**src/rtl/seq_detect_ctrl_if.sv**
```systemverilog
// Config, control, serial-stream and status bundle for seq_detect_ctrl.
// master drives config/stream, slave is the detector controller.
interface seq_detect_ctrl_if #(
  parameter int unsigned MAX_LEN = 8,
  parameter int unsigned LEN_W   = 4,
  parameter int unsigned CNT_W   = 8
);
  logic               cfg_we;
  logic [MAX_LEN-1:0] cfg_pattern;
  logic [LEN_W-1:0]   cfg_len;
  logic [CNT_W-1:0]   cfg_target;
  logic               start;
  logic               abort;
  logic               w;
  logic               w_valid;
  logic               busy;
  logic               z;
  logic [CNT_W-1:0]   hit_count;
  logic               done;
  logic               timeout;

  modport master (
    output cfg_we, cfg_pattern, cfg_len, cfg_target, start, abort, w, w_valid,
    input  busy, z, hit_count, done, timeout
  );

  modport slave (
    input  cfg_we, cfg_pattern, cfg_len, cfg_target, start, abort, w, w_valid,
    output busy, z, hit_count, done, timeout
  );
endinterface

```
**src/rtl/seq_detect_ctrl.sv**
```systemverilog
// Programmable serial-pattern detector controller: counts (overlapping) pattern hits until a
// target is reached. Define SEQ_CTRL_TIMEOUT_EN to add the idle-beat watchdog and TIMEOUT_CYC.
module seq_detect_ctrl #(
  parameter int unsigned MAX_LEN     = 8,
  parameter int unsigned LEN_W       = 4,
  parameter int unsigned CNT_W       = 8
`ifdef SEQ_CTRL_TIMEOUT_EN
  ,
  parameter int unsigned TIMEOUT_CYC = 64
`endif
) (
  input logic              clk,
  input logic              rst,
  seq_detect_ctrl_if.slave bus
);

  typedef enum logic [1:0] {StIdle, StArm, StRun, StDone} state_e;

  state_e             state_q;
  logic [MAX_LEN-1:0] pattern_q;
  logic [MAX_LEN-2:0] history_q;  // newest bit arrives via w, so MAX_LEN-1 stored bits suffice
  logic [LEN_W-1:0]   len_q;
  logic [LEN_W-1:0]   fill_q;
  logic [CNT_W-1:0]   target_q;
  logic [CNT_W-1:0]   hit_count_q;
  logic               z_q;

  logic               busy;
  logic               cfg_load;
  logic               beat;
  logic               hit;
  logic [LEN_W-1:0]   cfg_len_clamped;
  logic [LEN_W-1:0]   fill_next;
  logic [MAX_LEN-1:0] history_next;
  logic [MAX_LEN-1:0] len_mask;
  logic [CNT_W-1:0]   count_next;

  assign busy     = (state_q == StArm) || (state_q == StRun);
  assign cfg_load = bus.cfg_we && !busy;
  assign beat     = (state_q == StRun) && bus.w_valid;

  always_comb begin
    if (bus.cfg_len == '0) begin
      cfg_len_clamped = LEN_W'(1);
    end else if (bus.cfg_len > LEN_W'(MAX_LEN)) begin
      cfg_len_clamped = LEN_W'(MAX_LEN);
    end else begin
      cfg_len_clamped = bus.cfg_len;
    end
  end

  always_comb begin
    len_mask = '0;
    for (int unsigned i = 0; i < MAX_LEN; i++) begin
      len_mask[i] = (i < 32'(len_q));
    end
  end

  assign history_next = {history_q, bus.w};
  assign fill_next    = (fill_q >= len_q) ? len_q : fill_q + LEN_W'(1);
  assign hit          = beat && (fill_next == len_q) &&
                        ((history_next & len_mask) == (pattern_q & len_mask));
  assign count_next   = (&hit_count_q) ? hit_count_q : hit_count_q + CNT_W'(1);

`ifdef SEQ_CTRL_TIMEOUT_EN
  localparam int unsigned WdW = $clog2(TIMEOUT_CYC + 1);

  logic [WdW-1:0] wdog_q;
  logic           timeout_q;
  logic           expire;

  assign expire = beat && !hit && ((32'(wdog_q) + 32'd1) >= TIMEOUT_CYC);
`endif

  always_ff @(posedge clk) begin
    if (rst) begin
      state_q     <= StIdle;
      pattern_q   <= '0;
      history_q   <= '0;
      len_q       <= LEN_W'(1);
      fill_q      <= '0;
      target_q    <= '0;
      hit_count_q <= '0;
      z_q         <= 1'b0;
`ifdef SEQ_CTRL_TIMEOUT_EN
      wdog_q      <= '0;
      timeout_q   <= 1'b0;
`endif
    end else begin
      z_q <= 1'b0;
      if (cfg_load) begin
        pattern_q <= bus.cfg_pattern;
        len_q     <= cfg_len_clamped;
        target_q  <= bus.cfg_target;
      end
      if (bus.abort) begin
        state_q <= StIdle;
      end else begin
        unique case (state_q)
          StIdle, StDone: begin
            if (bus.start) begin
              state_q     <= StArm;
              history_q   <= '0;
              fill_q      <= '0;
              hit_count_q <= '0;
`ifdef SEQ_CTRL_TIMEOUT_EN
              timeout_q   <= 1'b0;
`endif
            end
          end
          StArm: begin
            state_q <= (target_q == '0) ? StDone : StRun;
`ifdef SEQ_CTRL_TIMEOUT_EN
            wdog_q  <= '0;
`endif
          end
          StRun: begin
            if (beat) begin
              history_q <= history_next[MAX_LEN-2:0];
              fill_q    <= fill_next;
              if (hit) begin
                z_q         <= 1'b1;
                hit_count_q <= count_next;
                if (count_next == target_q) begin
                  state_q <= StDone;
                end
`ifdef SEQ_CTRL_TIMEOUT_EN
                wdog_q <= '0;
              end else begin
                wdog_q <= wdog_q + WdW'(1);
                if (expire) begin
                  state_q   <= StDone;
                  timeout_q <= 1'b1;
                end
`endif
              end
            end
          end
          default: state_q <= StIdle;
        endcase
      end
    end
  end

  assign bus.busy      = busy;
  assign bus.z         = z_q;
  assign bus.hit_count = hit_count_q;
  assign bus.done      = (state_q == StDone);
`ifdef SEQ_CTRL_TIMEOUT_EN
  assign bus.timeout   = timeout_q;
`else
  assign bus.timeout   = 1'b0;
`endif

endmodule

```
**src/flat_wrapper.sv**
```systemverilog
// flat-port wrapper written by rule: the top's interface ports become plain ports
module seq_detect_ctrl_flat 
#(
  parameter int unsigned MAX_LEN     = 8,
  parameter int unsigned LEN_W       = 4,
  parameter int unsigned CNT_W       = 8

)
  (clk, rst, bus_cfg_we, bus_cfg_pattern, bus_cfg_len, bus_cfg_target, bus_start, bus_abort, bus_w, bus_w_valid, bus_busy, bus_z, bus_hit_count, bus_done, bus_timeout);
  seq_detect_ctrl_if #(.MAX_LEN(MAX_LEN), .LEN_W(LEN_W), .CNT_W(CNT_W)) bus_i ();
  input logic clk;
  input logic rst;
  input wire logic [$bits(bus_i.cfg_we)-1:0] bus_cfg_we;
  input wire logic [$bits(bus_i.cfg_pattern)-1:0] bus_cfg_pattern;
  input wire logic [$bits(bus_i.cfg_len)-1:0] bus_cfg_len;
  input wire logic [$bits(bus_i.cfg_target)-1:0] bus_cfg_target;
  input wire logic [$bits(bus_i.start)-1:0] bus_start;
  input wire logic [$bits(bus_i.abort)-1:0] bus_abort;
  input wire logic [$bits(bus_i.w)-1:0] bus_w;
  input wire logic [$bits(bus_i.w_valid)-1:0] bus_w_valid;
  output wire logic [$bits(bus_i.busy)-1:0] bus_busy;
  output wire logic [$bits(bus_i.z)-1:0] bus_z;
  output wire logic [$bits(bus_i.hit_count)-1:0] bus_hit_count;
  output wire logic [$bits(bus_i.done)-1:0] bus_done;
  output wire logic [$bits(bus_i.timeout)-1:0] bus_timeout;
  assign bus_i.cfg_we = bus_cfg_we;
  assign bus_i.cfg_pattern = bus_cfg_pattern;
  assign bus_i.cfg_len = bus_cfg_len;
  assign bus_i.cfg_target = bus_cfg_target;
  assign bus_i.start = bus_start;
  assign bus_i.abort = bus_abort;
  assign bus_i.w = bus_w;
  assign bus_i.w_valid = bus_w_valid;
  assign bus_busy = bus_i.busy;
  assign bus_z = bus_i.z;
  assign bus_hit_count = bus_i.hit_count;
  assign bus_done = bus_i.done;
  assign bus_timeout = bus_i.timeout;
  seq_detect_ctrl #(.MAX_LEN(MAX_LEN), .LEN_W(LEN_W), .CNT_W(CNT_W)) u_core (.clk(clk), .rst(rst), .bus(bus_i));
endmodule
```
**config.mk**
```make
export PLATFORM = sky130hd
export DESIGN_NAME = seq_detect_ctrl_flat
export DESIGN_NICKNAME = d
export VERILOG_FILES = /design/src/rtl/seq_detect_ctrl_if.sv /design/src/rtl/seq_detect_ctrl.sv /design/src/flat_wrapper.sv
export SDC_FILE = /design/constraint.sdc
export NUM_CORES = 1
export LEC_CHECK = 0
export BUFFER_PORTS_ARGS = -buffer_cell sky130_fd_sc_hd__buf_2
export CAP_MARGIN = 0
export CORE_MARGIN = 2
export CORE_UTILIZATION = 25
export DETAILED_ROUTE_END_ITERATION = 16
export PLACE_DENSITY = 0.52
export SLEW_MARGIN = 25
export SYNTH_ARGS = -nofsm -noshare
export SYNTH_HDL_FRONTEND = slang
export SYNTH_SLANG_ARGS = --single-unit
```
**constraint.sdc**
```tcl
create_clock -name clk -period 3.1 [get_ports clk]
set_input_delay 0.31 -clock clk [delete_from_list [all_inputs] [get_ports clk]]
set_output_delay 0.31 -clock clk [all_outputs]
set_load 0.005 [all_outputs]
```
==> impl_metrics.toml, run 1 <==
[finish]
layout-drive-gt1-share = 0.208
layout_common_cells = "nand2_1, dfxtp_1, buf_2, a21oi_1, nor2_1"
fillers = 1073
final_common_cell = "nand2_1"
fin_cells = 470
area_delta_synth_final_pct = 16.4
antenna_cells = 0
nets = 372

[drt]
ant_nets = 0
drtIter0Drc = 71
vias_per_cell = 4.74
drcViolationCount = 0
dr.pass1.iters = 4
wire_per_inst_um = 12.9
vias = 2226
wl_mm = 6.08

[logic_synthesis]
synth_seq_cells = 42
synth.avg_cell_area_um2 = 8.00
netlist_area_um2 = 2440
syn-num-nets = 341
async_flop_share = 0
yosysWarnings = 0
synth_edf_count = 0
synthCells = 305
yosysSeqAreaShare = 0.344
yosysUniqueCellTypes = 57
ys.flop_type = "dfxtp_1"

[critical_path]
critPathLaunchType = "register"
path_cells = "inv_1 > ha_1 > and2b_1 > nor3_1 > and2_1 > nor2b_1 > nand3_2 > nor3_1 > o22a_2"
end_kind = "register"
path_class = "register to register"
crit_buf_inv = 1
cp_max_fo = 14
rrSetupSlack_ns = 0.42
critPathMaxStageDelay_ns = 0.45
r2r_cells = 9
rr_startpoint = "u_core.state_q[0]"
cp.arrival_ns = 2.93
cpLargestDelayFamily = "simple AND/OR/NAND/NOR gates"
slowest_stage = "nor3_1"
crit_required_ns = 3.35
cp_common_cell = "nor3_1"
reg2reg_to = "u_core.bus.hit_count[6]"

[pwr]
p_leak_nw = 1.14
p_switching_mw = 0.316
switching_share = 0.267
power.share.sequential = 0.489
power_frac_comb = 0.137
clkPwrFrac = 0.374
power.total_mw = 1.18
vdd.ir_drop.worst_v = 0.000190
internal-power_mw = 0.868
power.density_nw_per_um2 = 417

[grt]
grt_pass1_wl_mm = 9.87
grt_max_degree = 35
grt_pass1_vias = 1965
grt_use_total = 0.119
grt_overflow_total = 0
antenna_found_initial = 0

[placement]
dp_hpwl_mm = 4.51
port_buffers = 37
dp.cells = 462
routabilityCongestion = 0.838

[clocking]
cts_sinks = 42
cts_resized = 0
cts.path.max_buffers = 2
cts_root_buf = "clkbuf_8"
cts_buffers = 5
clk_pin_slew_ns = 0.09
cts_tree = "built"
ctsHoldBuffers = 0
postCtsSetupBuffers = 0
clkLatencyLatePin_ns = 0.30
htreeDepth = 2

[timing]
max_freq_mhz = 374
report.final.slew_viol_count = 0
worst_hold_slack_ns = 0.232
worst_pin_slew_ns = 0.685
slew_headroom = 0.542
clock_skew_ns = 0.00906
final-hold-violation-count = 0
grt_setup_unrepaired = "false"
setup_violations = 0
tns_ns = 0
timing.final.crit_share = 0.863
fin_crit_ns = 2.68

[floorplanning]
fp.dieW_um = 103
die_area_um2 = 10600
io_pins = 39
coreArea_um2 = 9640
num_rows = 36
initial_core_util = 0.253
die_h_um = 103

[outcome]
status = "finished, final reports clean"

[min_path]
hold_class = "input pin to register"
whs_path_depth = 2
hold_start = "bus_cfg_len[3]"
min_to = "u_core.len_q[0]"

[flow_run]
max-cap-violations = 0
==> registers in the layout, indices dropped and copies added (netlist names) <==
register / count
u_core.bus.hit_count: 8
u_core.pattern_q: 8
u_core.target_q: 8
u_core.history_q: 7
u_core.fill_q: 4
u_core.len_q: 4
u_core.state_q: 2
u_core.bus.z: 1
==> power by group through the flow <==
stage	clock network, mW	registers (mW)	logic [mW]
6_report	0.443	0.579	0.162
5_1_grt	0.476	0.582	0.183
4_1_cts	0.457	0.579	0.165
3_5_place_dp	0	0.592	0.164
3_3_place_gp	0	0.591	0.164
2_1_floorplan	0	0.583	0.122
==> worst reg2reg max path: stages, from the launching register on <==
cell and delay, ns:
dfxtp_1 0.36, inv_1 0.07, ha_1 0.36, and2b_1 0.23
nor3_1 0.45, and2_1 0.21, nor2b_1 0.22, nand3_2 0.29
nor3_1 0.27, o22a_2 0.17
==> metal layers <==
| layer | part of all wire | track usage |
|---|---|---|
| met5 | 0 | 0 |
| met4 | 0.013 | 0.0324 |
| met3 | 0.047 | 0.0210 |
| met2 | 0.42 | 0.173 |
| met1 | 0.52 | 0.179 |
==> cells by family (layout without fill, tap and decap cells) <==
kind of cell	Yosys count	in the layout	synth area share
buffers and inverters	26	58	0.0533
flip-flops	42	42	0.344
AND/OR/NAND/NOR	127	127	0.251
multiplexers	3	3	0.0128
other	1	1	0.00154
XOR/XNOR	19	19	0.0682
adder cells (fa/ha/maj)	9	9	0.0461
AO/OA/AOI/OAI	78	78	0.223
==> worst max-delay path by stage <==
| stage | slack [ns] | cells past startpoint | from | end |
|---|---|---|---|---|
| 2_1_floorplan | 0.78 | 9 | u_core.fill_q[0] | u_core.bus.hit_count[2] |
| 3_3_place_gp | 0.49 | 9 | u_core.state_q[0] | u_core.bus.hit_count[6] |
| 3_5_place_dp | 0.47 | 9 | u_core.state_q[0] | u_core.bus.hit_count[6] |
| 4_1_cts | 0.45 | 9 | u_core.state_q[0] | u_core.bus.hit_count[6] |
| 5_1_grt | 0.17 | 9 | u_core.state_q[0] | u_core.bus.hit_count[6] |
| 6_report | 0.42 | 9 | u_core.state_q[0] | u_core.bus.hit_count[6] |
==> synth_stat cells (3+ instances only) <==
| cell | n | area share |
|---|---|---|
| dfxtp_1 | 42 | 0.34 |
| and2_1 | 3 | 0.0077 |
| nand4_1 | 5 | 0.013 |
| xnor2_1 | 11 | 0.039 |
| inv_1 | 8 | 0.012 |
| o22a_2 | 5 | 0.021 |
| nor2_1 | 25 | 0.038 |
| nand2_1 | 53 | 0.081 |
| ha_1 | 9 | 0.046 |
| o21ai_0 | 5 | 0.010 |
| nand3b_1 | 3 | 0.0092 |
| xor2_1 | 8 | 0.029 |
| nor4_1 | 4 | 0.010 |
| a31oi_1 | 5 | 0.013 |
| a21oi_1 | 33 | 0.068 |
| nor3_1 | 9 | 0.018 |
| a22oi_1 | 11 | 0.034 |
| nand3_1 | 6 | 0.012 |
| clkbuf_1 | 11 | 0.017 |
==> metrics by stage <==
step	instance area, um2	utilization	setup slack, ns
after global placement	2730	0.283	0.489
after global routing	2840	0.295	0.174
after floorplan	2440	-	0.783
final	2840	0.295	0.423
after CTS	2840	0.295	0.453
after detailed placement	2730	0.283	0.471
==> cell type report <==
class | count | area [um2] | area share
Clock buffer | 6 | 72.6 | 0.0256
Clock inverter | 2 | 37.5 | 0.0132
Inverter | 8 | 30.0 | 0.0106
Multi-Input combinational cell | 237 | 1470 | 0.518
Sequential cell | 42 | 841 | 0.296
Tap cell | 133 | 166 | 0.0586
Timing Repair Buffer | 42 | 223 | 0.0784
Note: power is estimated with default switching activity, not from simulation.
==> run 2: changes to the inputs <==
Settings changed: CORE_MARGIN 2 to default, PLACE_DENSITY 0.52 to 0.53, SKIP_LAST_GASP from default to 1.
Clock period 3.1 ns to 2.2 ns, I/O delays scaled along.
==> run 2 against run 1 <==
- largest power group unchanged
- sequential share of layout area fell by 2.6 points
- combinational power increased by 72%
- cell count up 6.6%
- register-to-register slack got worse by 0.61 ns
- fmax rose by 12%
- largest cell class unchanged
- the flow now finishes with violations (negative setup slack)
- clock power grew 26%
- via count is 4.9% higher
- total power rose by 39%
- highest routed layer unchanged
- final area is 10% higher
- critical path type unchanged
- clock skew is 0.0020 ns higher
==> impl_metrics.toml, run 2 (same netlist as run 1, synthesis figures left out) <==
[clocking]
cts_tree = "built"
htreeDepth = 2
cts_sinks = 42
clkLatencyLatePin_ns = 0.31
cts_root_buf = "clkbuf_8"
clk_pin_slew_ns = 0.09
cts.path.max_buffers = 2
cts_buffers = 5
ctsHoldBuffers = 0

[drt]
dr.pass1.iters = 4
vias_per_cell = 4.66
drtIter0Drc = 186
ant_nets = 0
drcViolationCount = 0
vias = 2334
wl_mm = 6.48
wire_per_inst_um = 12.9

[floorplanning]
num_rows = 35
die_h_um = 101
coreArea_um2 = 9330
initial_core_util = 0.262
io_pins = 39
fp.dieW_um = 101
die_area_um2 = 10200

[finish]
antenna_cells = 0
nets = 407
layout_common_cells = "nand2_1, buf_4, dfxtp_1, buf_2, a21oi_1"
fillers = 985
area_delta_synth_final_pct = 28.1
design_area_um2 = 3130
utilization = 0.335
multiInputGateArea_um2 = 1510
seq_area_um2 = 846
layout-drive-gt1-share = 0.306
final_common_cell = "nand2_1"
fin_cells = 501

[timing]
grt_setup_unrepaired = "true"
worst_pin_slew_ns = 0.680
setup_violations = 10
timing.final.crit_share = 1.09
setup_slack_ns = -0.190
final-hold-violation-count = 0
fin_crit_ns = 2.39
report.final.slew_viol_count = 0
max_freq_mhz = 418
slew_headroom = 0.545
clock_skew_ns = 0.0111

[outcome]
violations = "negative setup slack"
status = "finished, violations left"

[critical_path]
cp_max_fo = 8
crit_required_ns = 2.45
path_cells = "inv_1 > ha_1 > nand2b_1 > a21o_1 > a21o_1 > a221o_2 > and2_4 > a211oi_4 > o22a_2"
rrSetupSlack_ns = -0.19
cp_common_cell = "a21o_1"
critPathMaxStageDelay_ns = 0.43
slowest_stage = "a211oi_4"
path_class = "register to register"
crit_buf_inv = 1
critPathLaunchType = "register"
cpLargestDelayFamily = "compound AO/OA/AOI/OAI gates"
cp.arrival_ns = 2.64
end_kind = "register"

[flow_run]
max-cap-violations = 0

[pwr]
power.total_mw = 1.65
p_leak_nw = 1.32
power.density_nw_per_um2 = 527
vdd.ir_drop.worst_v = 0.000258

[placement]
dp.cells = 490
dp_hpwl_mm = 4.93
placed_area_um2 = 2970
routabilityCongestion = 0.881
port_buffers = 37

[grt]
antenna_found_initial = 0
grt_pass1_vias = 2130
grt_overflow_total = 0
grt_max_degree = 22
grt_pass1_wl_mm = 10.5
grt_use_total = 0.131

[min_path]
hold_class = "input pin to register"
==> run 2: changes by cell type in the layout (fill, tap and decap cells not counted), sizes merged <==
cell,delta
buf,+35
inv,+3
clkbuf,-1
bufinv,-1
clkinvlp,-1
==> run 2: final cells by class <==
class,count,share of cell area
Timing Repair Buffer,77,0.155
Clock inverter,3,0.00840
Inverter,8,0.00960
Tap cell,129,0.0516
Sequential cell,42,0.271
Multi-Input combinational cell,237,0.483
Clock buffer,5,0.0220
==> run 2: final timing paths <==
check | startpoint | to | cells past startpoint
worst max-delay path | u_core.fill_q[0] | u_core.bus.hit_count[2] | 9
worst min-delay path | bus_cfg_len[3] | u_core.len_q[0] | 2
worst max register to register | u_core.fill_q[0] | u_core.bus.hit_count[2] | 9
worst min register to register | u_core.pattern_q[0] | u_core.pattern_q[0] | 2
==> run 2: worst register-to-register path: cells and delay by family, from the launching register on <==
| family | cells | cell delay, ns |
|---|---|---|
| AO/OA/AOI/OAI | 5 | 1.40 |
| flip-flops | 1 | 0.33 |
| buffers and inverters | 1 | 0.04 |
| AND/OR/NAND/NOR | 2 | 0.30 |
| adder cells (fa/ha/maj) | 1 | 0.27 |
==> run 2: per-layer routing <==
layer / wire (um) / part of all wire / GRT usage
met5: 0 / 0 / 0
met3: 151 / 0.023 / 0.0146
met1: 3360 / 0.52 / 0.189
met2: 2910 / 0.45 / 0.201
met4: 53 / 0.0082 / 0.0457
==> run 2: metrics by stage <==
step           TNS [ns]  worst slack, ns  hold WS, ns
2_1_floorplan   -0.0691          -0.0624        0.315
3_3_place_gp     -0.897           -0.132        0.448
3_5_place_dp      -1.33           -0.185        0.449
4_1_cts           -1.67           -0.215        0.115
5_1_grt           -2.60           -0.299        0.118
6_report          -1.46           -0.190        0.122
==> run 2: power by group <==
part           internal, mW  switching (mW)  leakage (nW)
Combinational         0.129           0.150         0.926
Clock                 0.236           0.323        0.0495
Sequential            0.786          0.0239         0.342
==> run 2: repair_timing <==
action,CTS,global route
endpoints found under the setup margin,9,11
buffers inserted,2,5
gates resized for setup,3,4
pin swaps,1,5
